`config.mk`:
```
export PLATFORM = sky130hd
export DESIGN_NAME = fmap_stream_ctrl
export DESIGN_NICKNAME = d
export VERILOG_FILES = /design/src/rtl/fmap_ctrl_pkg.sv /design/src/rtl/fmap_valid_delay.sv /design/src/rtl/fmap_stream_ctrl.sv
export SDC_FILE = /design/constraint.sdc
export NUM_CORES = 1
export LEC_CHECK = 0
export BUFFER_PORTS_ARGS = -buffer_cell sky130_fd_sc_hd__buf_2
export CAP_MARGIN = 20
export CORE_ASPECT_RATIO = 1.2
export CORE_MARGIN = 8
export CORE_UTILIZATION = 52
export CTS_BUF_LIST = sky130_fd_sc_hd__clkbuf_16
export DETAILED_ROUTE_END_ITERATION = 7
export GPL_ROUTABILITY_DRIVEN = 0
export PLACE_DENSITY = 0.85
export REMOVE_ABC_BUFFERS = 1
export SETUP_SLACK_MARGIN = 0.4
export SLEW_MARGIN = 20
export SYNTH_ARGS = -nofsm -noshare
export SYNTH_HDL_FRONTEND = slang
export SYNTH_SLANG_ARGS = --single-unit
```
`constraint.sdc`:
```
create_clock -name clk -period 1.96 [get_ports clk]
set_clock_uncertainty 0.1 [all_clocks]
set_input_delay 0.098 -clock clk [delete_from_list [all_inputs] [get_ports clk]]
set_output_delay 0.098 -clock clk [all_outputs]
set_load 0.01 [all_outputs]
```
`src/rtl/fmap_ctrl_pkg.sv`:
```
// rtl/fmap_ctrl_pkg.sv - shared types and helpers for the feature-map stream controller
package fmap_ctrl_pkg;

    typedef enum logic [1:0] {
        ST_IDLE  = 2'd0,
        ST_RUN   = 2'd1,
        ST_DRAIN = 2'd2,
        ST_DONE  = 2'd3
    } fmap_state_t;

    // Default accept-to-bias-adder latency of a conv layer.
    localparam int DEF_PIPE_LAT = 12;

    // One spare bit so a counter can hold its terminal value and compare against it.
    function automatic int cnt_w(input int max_val);
        return $clog2(max_val) + 1;
    endfunction

endpackage

```
`src/rtl/fmap_valid_delay.sv`:
```
// rtl/fmap_valid_delay.sv - fixed-depth 1-bit delay line with synchronous clear
module fmap_valid_delay #(
    parameter int DEPTH = 1
) (
    input  logic clk,
    input  logic rst,
    input  logic din,
    output logic dout
);

    logic [DEPTH-1:0] sr;

    generate
        if (DEPTH == 1) begin : g_single
            always_ff @(posedge clk) begin
                if (rst) sr <= '0;
                else     sr <= din;
            end
        end else begin : g_multi
            always_ff @(posedge clk) begin
                if (rst) sr <= '0;
                else     sr <= {sr[DEPTH-2:0], din};
            end
        end
    endgenerate

    assign dout = sr[DEPTH-1];

endmodule

```
`src/rtl/fmap_stream_ctrl.sv`:
```
// rtl/fmap_stream_ctrl.sv - lock-step FIFO read sequencing and window-valid tracking for one conv2d filter
// Optional stall watchdog enabled by defining FMAP_CTRL_TIMEOUT_EN.
module fmap_stream_ctrl
    import fmap_ctrl_pkg::*;
#(
    parameter int NUM_CH         = 8,
    parameter int WIDTH          = 56,
    parameter int HEIGHT         = 56,
    parameter int PIPE_LAT       = DEF_PIPE_LAT,
    parameter int TIMEOUT_CYCLES = 4096
) (
    input  logic                      clk,
    input  logic                      rst,
    input  logic                      start,
    input  logic [NUM_CH-1:0]         fifo_empty,
    output logic                      rdreq,
    output logic                      win_valid,
    output logic [$clog2(HEIGHT)-1:0] out_row,
    output logic [$clog2(WIDTH)-1:0]  out_col,
    output logic                      busy,
    output logic                      done,
    output logic                      timeout_err
);

    localparam int PW    = WIDTH + 2;
    localparam int PH    = HEIGHT + 2;
    localparam int IC_W  = cnt_w(PW);
    localparam int IR_W  = cnt_w(PH);
    localparam int OC_W  = $clog2(WIDTH * HEIGHT + 1);
    localparam int COL_W = $clog2(WIDTH);

    localparam logic [IC_W-1:0]  IC_LAST   = IC_W'(PW - 1);
    localparam logic [IR_W-1:0]  IR_LAST   = IR_W'(PH - 1);
    localparam logic [IC_W-1:0]  IC_FIRST  = IC_W'(2);
    localparam logic [IR_W-1:0]  IR_FIRST  = IR_W'(2);
    localparam logic [COL_W-1:0] OCOL_LAST = COL_W'(WIDTH - 1);
    localparam logic [OC_W-1:0]  OUT_TOTAL = OC_W'(WIDTH * HEIGHT);

    fmap_state_t     state;
    logic [IR_W-1:0] in_row;
    logic [IC_W-1:0] in_col;
    logic [OC_W-1:0] out_cnt;
    logic            accept;
    logic            tag;
    logic            stall_hit;

    assign rdreq  = (state == ST_RUN) && ~|fifo_empty;
    assign accept = rdreq;
    // Windows are complete only once two padded rows and columns are buffered.
    assign tag    = accept && (in_row >= IR_FIRST) && (in_col >= IC_FIRST);
    assign busy   = (state != ST_IDLE);
    assign done   = (state == ST_DONE);

`ifdef FMAP_CTRL_TIMEOUT_EN
    localparam int ST_W = cnt_w(TIMEOUT_CYCLES);

    logic [ST_W-1:0] stall_cnt;
    logic            timeout_q;

    assign stall_hit   = (state == ST_RUN) && !rdreq && (stall_cnt == ST_W'(TIMEOUT_CYCLES - 1));
    assign timeout_err = timeout_q;

    always_ff @(posedge clk) begin
        if (rst) begin
            stall_cnt <= '0;
            timeout_q <= 1'b0;
        end else if (state != ST_RUN || accept) begin
            stall_cnt <= '0;
        end else begin
            stall_cnt <= stall_cnt + 1'b1;
            if (stall_hit) timeout_q <= 1'b1;
        end
    end
`else
    assign stall_hit   = 1'b0;
    assign timeout_err = 1'b0;
`endif

    always_ff @(posedge clk) begin
        if (rst) begin
            state  <= ST_IDLE;
            in_row <= '0;
            in_col <= '0;
        end else begin
            case (state)
                ST_IDLE: begin
                    if (start) begin
                        state  <= ST_RUN;
                        in_row <= '0;
                        in_col <= '0;
                    end
                end
                ST_RUN: begin
                    if (stall_hit) begin
                        state <= ST_IDLE;
                    end else if (accept) begin
                        if (in_col == IC_LAST) begin
                            in_col <= '0;
                            in_row <= in_row + 1'b1;
                            if (in_row == IR_LAST) state <= ST_DRAIN;
                        end else begin
                            in_col <= in_col + 1'b1;
                        end
                    end
                end
                ST_DRAIN: begin
                    if (out_cnt == OUT_TOTAL) state <= ST_DONE;
                end
                default: state <= ST_IDLE;
            endcase
        end
    end

    fmap_valid_delay #(
        .DEPTH (PIPE_LAT)
    ) u_valid_delay (
        .clk  (clk),
        .rst  (rst),
        .din  (tag),
        .dout (win_valid)
    );

    always_ff @(posedge clk) begin
        if (rst || (state == ST_IDLE && start)) begin
            out_row <= '0;
            out_col <= '0;
            out_cnt <= '0;
        end else if (win_valid) begin
            out_cnt <= out_cnt + 1'b1;
            if (out_col == OCOL_LAST) begin
                out_col <= '0;
                out_row <= out_row + 1'b1;
            end else begin
                out_col <= out_col + 1'b1;
            end
        end
    end

endmodule

```
==> flow_summary.yaml, run 1 <==
worst_setup_path:
  critical_path_class: "flop to flop"
  endpoint_kind: "flop"
  critPathLaunchType: "flop"
  crit_top_cell: "nand4_1"
  reg2reg_depth: 9
  crit_slowest_cell: "dfxtp_2"
  crit_path_cell_trace: "inv_2, ha_4, nand4_1, buf_4, o41ai_4, buf_6, nand4_1, xor2_1, nor2_1"
  crit_arrival_ns: 1.93
  crit_cells: 9
  required_ns: 2.05
  critPathMaxStageDelay_ns: 0.32
  cp_top_family: "buffers and inverters"
  crit_buf_inv: 3
  critPathMaxFanout: 7
global_routing:
  busiest_layer: "met2"
  grtUsageMet2_pct: 26.9
  use_met1_pct: 16.8
  gr-usage-all-layers_pct: 15.8
  grt_first_pass_wirelength_um: 9320
  grt_max_degree: 22
  grt-ovfl-total: 0
  antenna_found_initial: 0
  grt_pass1_vias: 2154
  grt_util_met3_pct: 5.13
power_and_ir_drop:
  p_leak_nw: 1.38
  ir_worst_vdd_uv: 613
  power_density_nw_per_um2: 1020
timing:
  relSlewSlack_pct: 59.6
  finalSetupViolCount: 0
  rsz0062_at_grt: "yes"
  worstMarginPinSlew_ns: 0.600
  fmax_mhz: 543
  min_period_ns: 1.84
  fin_hold_ws_ns: 0.0925
  fin_crit_sh_pct: 94.0
  hold_viol_final: 0
  slew_viol_final: 0
synth:
  synthAdderAreaFrac_pct: 7.16
  synth_edf_count: 0
  ys_types: 38
  async_reset_ff_share_pct: 0
  ys_warn_count: 0
  synth_top_family_by_area: "simple AND/OR/NAND/NOR gates"
  synth-compound-area-share_pct: 6.60
  synth.area.mux_share_pct: 2.46
  syn-cell-area_um2: 2450
  synth-simple-area-share_pct: 28.0
  syn-instance-count: 277
  ys_ff_latch: 52
  synth-xor-area-share_pct: 9.67
  ys_seq_area_share_pct: 42.6
  syn_area_per_cell_um2: 8.83
  synth_ff_type: "dfxtp_1"
drt:
  first_pass_iters: 4
  drt-initial-drc-count: 146
  wire_per_inst_um: 16.3
  vias_per_cell: 5.57
  drc: 0
  vias: 2221
  wl_um: 6520
  ant_nets: 0
place:
  placed_area_um2: 2740
  io_buffers: 26
  hpwl_um: 3690
cells_and_area:
  finalNetCount: 365
  fill_cells: 288
  areaGrowthSynthToFinish_pct: 37.9
  diodes: 0
  final_area_um2: 3370
  drive_gt1_share_pct: 37.5
floorplanning:
  io_pins: 28
  chipHeight_um: 91.1
  rows: 27
  start_util_pct: 53.6
  design.die.area_um2: 7160
  die_w_um: 78.6
  core_um2: 4560
status:
  status: "finished, final reports clean"
clocking:
  insertion_delay_ns: 0.29
  clkTransAtPathRegs_ns: 0.07
  root_buffer: "clkbuf_16"
  cts_sinks: 52
  hold_buffers: 0
  clock_path_buffers: 2
  cts_tree: "yes"
  cts-buffers-inserted: 5
  htree_levels: 2
min_path:
  holdPathStages: 4
  hp-class: "primary input to flop"
flow_run:
  maxCapViolCount: 0
## sequential cells by signal, indices dropped and copies added (netlist names)
name	cells
in_row	7
u_valid_delay.sr	12
out_row	6
in_col	7
out_col	6
state	2
out_cnt	12
## what timing repair did
item,4_1_cts,5_1_grt
gates cloned,0,1
pin swaps,12,15
setup buffers,9,11
gates resized for setup,34,39
setup endpoints to repair,24,30
## area by class of cell
| cell class | count | area (µm²) | area share [%] |
|---|---|---|---|
| tap | 58 | 72.6 | 2.15 |
| inverter | 12 | 45.0 | 1.34 |
| sequential | 52 | 1060 | 31.3 |
| clock buffer | 5 | 125 | 3.71 |
| timing repair buffer | 64 | 469 | 13.9 |
| clock inverter | 3 | 21.3 | 0.631 |
| multi-input combinational | 205 | 1580 | 46.9 |
## routing by layer
layer	up-vias	routed length, µm
met5	-	0
met4	0	367
met3	30	405
met2	91	3210
met1	1038	2540
li1	1062	-
## through the flow
stage / total power (W) / utilization, % / worst slack (ns) / TNS (ns) / instances
global route: 0.00359 / 73.9 / 0.0482 / 0 / 399
finish: 0.00345 / 73.9 / 0.117 / 0 / 399
floorplan: 0.00160 / - / 0.0559 / 0 / 269
detailed placement: 0.00190 / 60.1 / -0.00630 / -0.00630 / 370
CTS: 0.00301 / 67.5 / 0.208 / 0 / 387
global placement: 0.00187 / 60.1 / 0.117 / 0 / 370
## worst paths after layout
path / endpoint / slack, ns / startpoint
hold reg to reg: u_valid_delay.sr[7]$_SDFF_PP0_ / 0.34 / u_valid_delay.sr[6]$_SDFF_PP0_
hold / removal: u_valid_delay.sr[0]$_SDFF_PP0_ / 0.09 / fifo_empty[6]
setup / recovery: in_row[6]$_SDFFE_PP0P_ / 0.12 / in_col[1]$_SDFFE_PP0P_
setup reg to reg: in_row[6]$_SDFFE_PP0P_ / 0.12 / in_col[1]$_SDFFE_PP0P_
## kinds of logic after synthesis
| group | after synthesis |
|---|---|
| AOI/OAI and AO/OA | 22 |
| xor gates and xnor gates | 27 |
| adders and majority gates | 14 |
| buffers and inverters | 20 |
| DFF | 52 |
| muxes | 6 |
| other | 1 |
| and+or+nand+nor | 135 |
## cells in the mapped netlist, drive strengths merged, types with 6 or more instances
cell	n	area (µm²)
nor2	42	158
a21oi	9	48.8
mux2i	6	60.1
xor2	20	175
nand2	24	90.1
nor2b	13	81.3
dfxtp	52	1040
nand4	10	62.6
nor3	7	35.0
xnor2	7	61.3
nand3	10	55.1
clkbuf	6	22.5
ha	14	175
and3	9	56.3
inv	12	45.0
## layout by cell type (no fill, tap or decap), types with 4 or more instances in the layout
cell | synthesis | routed
dfxtp_1 | 52 | 44
ha_4 | 0 | 4
nand3_2 | 1 | 4
and3_1 | 9 | 9
ha_1 | 14 | 10
inv_1 | 12 | 8
nor2b_1 | 13 | 12
buf_4 | 2 | 30
nand2_1 | 24 | 23
mux2i_1 | 6 | 5
xnor2_1 | 7 | 7
xor2_1 | 20 | 20
dfxtp_2 | 0 | 6
nand3_1 | 9 | 5
nand4_1 | 10 | 10
buf_6 | 0 | 7
a21oi_2 | 1 | 4
nor3_2 | 0 | 5
buf_2 | 0 | 25
nor2_1 | 42 | 38
clkbuf_16 | 0 | 6
nor2_2 | 0 | 4
inv_2 | 0 | 4
a21oi_1 | 8 | 4
## worst min-delay path, delay by kind of cell
| kind | cells | cell delay, ns |
|---|---|---|
| simple gates | 2 | 0.16 |
| buf+inv | 1 | 0.10 |
| compound gates | 1 | 0.07 |
## where the power goes
group	switching, W	internal (W)	total [W]
logic	0.000725	0.000737	0.00146
registers	0.0000293	0.00109	0.00112
clock network	0.000392	0.000475	0.000867
Note: power is estimated with default switching activity, not from simulation.
==> run 2: changes to the inputs <==
--- a/config.mk
+++ b/config.mk
@@ -19,4 +19,5 @@
 export SLEW_MARGIN = 20
 export SYNTH_ARGS = -nofsm -noshare
 export SYNTH_HDL_FRONTEND = slang
+export SYNTH_HIERARCHICAL = 1
 export SYNTH_SLANG_ARGS = --single-unit
==> run 2 against run 1 <==
Sequential power grew 4%. Clock power shrank 4.5%. Worst hold slack gained 0.035 ns. Critical endpoint is now u_valid_delay/sr[0]$_SDFF_PP0_. Core utilization shrank 4.9 points. Non-clock buffer count shrank 16. Synthesized cell count shrank 5.1%.
==> flow_summary.yaml, run 2 <==
clocking:
  clkTransAtPathRegs_ns: 0.06
  clock_path_buffers: 2
  cts_sinks: 52
  insertion_delay_ns: 0.29
  htree_levels: 2
  root_buffer: "clkbuf_16"
  cts-buffers-inserted: 5
  hold_buffers: 0
  cts_tree: "yes"
synth:
  syn_area_per_cell_um2: 9.45
  ys_seq_area_share_pct: 41.9
  ys_types: 45
  syn-cell-area_um2: 2480
  synth_ff_type: "dfxtp_1"
  synth.area.mux_share_pct: 2.01
  synth-simple-area-share_pct: 28.3
  async_reset_ff_share_pct: 0
  yosys.area.top_type: "dfxtp_1"
  yosys-top-cells-area: "dfxtp_1 (42%), ha_1 (7.0%), xor2_1 (6.7%), nor2_1 (4.2%), nor2b_2 (2.8%)"
  synth_edf_count: 0
  synth-xor-area-share_pct: 8.81
  ys_ff_latch: 52
  synth_top_cell_area_share_pct: 41.9
  synth_top_family_by_area: "simple AND/OR/NAND/NOR gates"
  synth-compound-area-share_pct: 7.70
  synthAdderAreaFrac_pct: 7.05
  synth_common_cells: "dfxtp_1 (52), nor2_1 (28), xor2_1 (19)"
  ys_warn_count: 6
  yosysMostFrequentCell: "dfxtp_1"
  syn-instance-count: 263
power_and_ir_drop:
  p_int_w: 0.00212
  power_density_nw_per_um2: 991
  clockPowerShare_pct: 26.3
  ir_worst_vdd_uv: 755
  p_leak_nw: 1.27
  power_w: 0.00314
  seqPwrFrac_pct: 37.2
  p_comb_share_pct: 36.4
  sw_frac_of_total_pct: 32.6
  p_switching_w: 0.00103
timing:
  finalSetupViolCount: 0
  min_period_ns: 1.70
  fmax_mhz: 588
  fin_tns_setup_ns: 0
  hold_viol_final: 0
  slew_viol_final: 0
  fin_crit_sh_pct: 86.7
  rsz0062_at_grt: "yes"
global_routing:
  grt-ovfl-total: 0
  grt_max_degree: 22
  grt_pass1_vias: 2086
  gr-usage-all-layers_pct: 15.0
  grt_first_pass_wirelength_um: 8920
  antenna_found_initial: 0
worst_setup_path:
  cp_top_family: "simple AND/OR/NAND/NOR gates"
  critPathLaunchType: "flop"
  critPathMaxStageDelay_ns: 0.44
  regToRegEndpoint: "u_valid_delay/sr[0]$_SDFF_PP0_"
  setup.worst_path.start: "in_row[0]$_SDFFE_PP0P_"
  crit_buf_inv: 1
  crit_path_cell_trace: "inv_1, ha_1, or4_4, nor4_4, nor3b_1, nor2b_4"
  r2r-start: "in_row[0]$_SDFFE_PP0P_"
  required_ns: 2.04
  crit_arrival_ns: 1.78
  reg2reg_depth: 6
  reg2reg_slack_ns: 0.26
  endpoint_kind: "flop"
  crit_slowest_cell: "or4_4"
  critical_path_class: "flop to flop"
  critPathMaxFanout: 5
drt:
  drc: 0
  drt-initial-drc-count: 105
  wl_um: 5270
  first_pass_iters: 4
  vias: 2015
  wl_met1_um: 2150
  met2_length_um: 2770
  ant_nets: 0
  route.met3.wl_um: 215
  top_layer: "met4"
  wire_per_inst_um: 14.3
  vias_per_cell: 5.46
floorplanning:
  chipHeight_um: 91.7
  rows: 27
  core_um2: 4590
  die_w_um: 79.1
  io_pins: 28
  start_util_pct: 54.1
  design.die.area_um2: 7260
cells_and_area:
  utilization_pct: 69.1
  areaGrowthSynthToFinish_pct: 27.7
  drive_gt1_share_pct: 36.7
  finalNetCount: 335
  final_cell_mix: "dfxtp_1 (43), nor2_1 (27), buf_2 (26)"
  final_area_um2: 3170
  mostFrequentLayoutCell: "dfxtp_1"
  diodes: 0
  reg_top3: "out_cnt x12, u_valid_delay/sr x12"
place:
  placed_area_um2: 2730
  hpwl_um: 3470
  io_buffers: 26
flow_run:
  maxCapViolCount: 0
min_path:
  holdPathStages: 2
  holdPathEnd: "in_row[1]$_SDFFE_PP0P_"
  min_from: "rst"
  hp-class: "primary input to flop"
status:
  status: "finished, final reports clean"
run 2: per-layer routing:
| metal | vias up | GRT usage [%] |
|---|---|---|
| li1 | 1001 | - |
| met5 | - | 0 |
| met1 | 958 | 15.5 |
| met3 | 14 | 3.91 |
| met2 | 42 | 26.8 |
| met4 | 0 | 7.59 |
run 2: power by group through the flow:
stage	clock [W]	combinational [W]	sequential [W]
floorplan	0	0.000503	0.00117
global placement	0	0.000760	0.00117
detailed placement	0	0.000784	0.00117
CTS	0.000853	0.00108	0.00117
global route	0.000890	0.00124	0.00118
finish	0.000828	0.00114	0.00117
run 2: through the flow:
stage	hold slack (ns)	worst slack, ns	cells
2_1_floorplan	0.0623	-0.0766	255
3_3_place_gp	0.315	0.0566	350
3_5_place_dp	0.323	-0.0199	350
4_1_cts	0.114	0.244	367
5_1_grt	0.154	0.184	369
6_report	0.128	0.261	369
run 2: kinds of logic (layout without fill, tap and decap cells):
family | Yosys count | in the layout
simple gates | 117 | 117
buf+inv | 24 | 72
mux | 5 | 5
compound gates | 25 | 25
flops | 52 | 52
fa+ha+maj | 14 | 14
other cells | 1 | 1
xor+xnor | 25 | 25
run 2: cell type report:
class,count,area (µm²)
Multi-Input combinational cell,187,1520
Fill cell,344,1420
Sequential cell,52,1060
Timing Repair Buffer,48,319
Clock buffer,5,125
Tap cell,58,72.6
Inverter,16,62.6
Clock inverter,3,15.0
run 2: timing repair:
item | in CTS | in global routing
pin swaps | 17 | 10
buffers inserted | 9 | 2
setup endpoints to repair | 37 | 29
gates resized for setup | 48 | 9
run 2: how the worst max path moves through the flow:
stage | end | slack (ns) | cells after the start
finish | u_valid_delay/sr[0]$_SDFF_PP0_ | 0.26 | 6
global route | state[0]$_SDFFE_PP0P_ | 0.18 | 7
CTS | state[0]$_SDFFE_PP0P_ | 0.24 | 7
detailed placement | state[0]$_SDFFE_PP0P_ | -0.02 | 6
global placement | state[0]$_SDFFE_PP0P_ | 0.06 | 6
floorplan | in_col[1]$_SDFFE_PP0P_ | -0.08 | 7
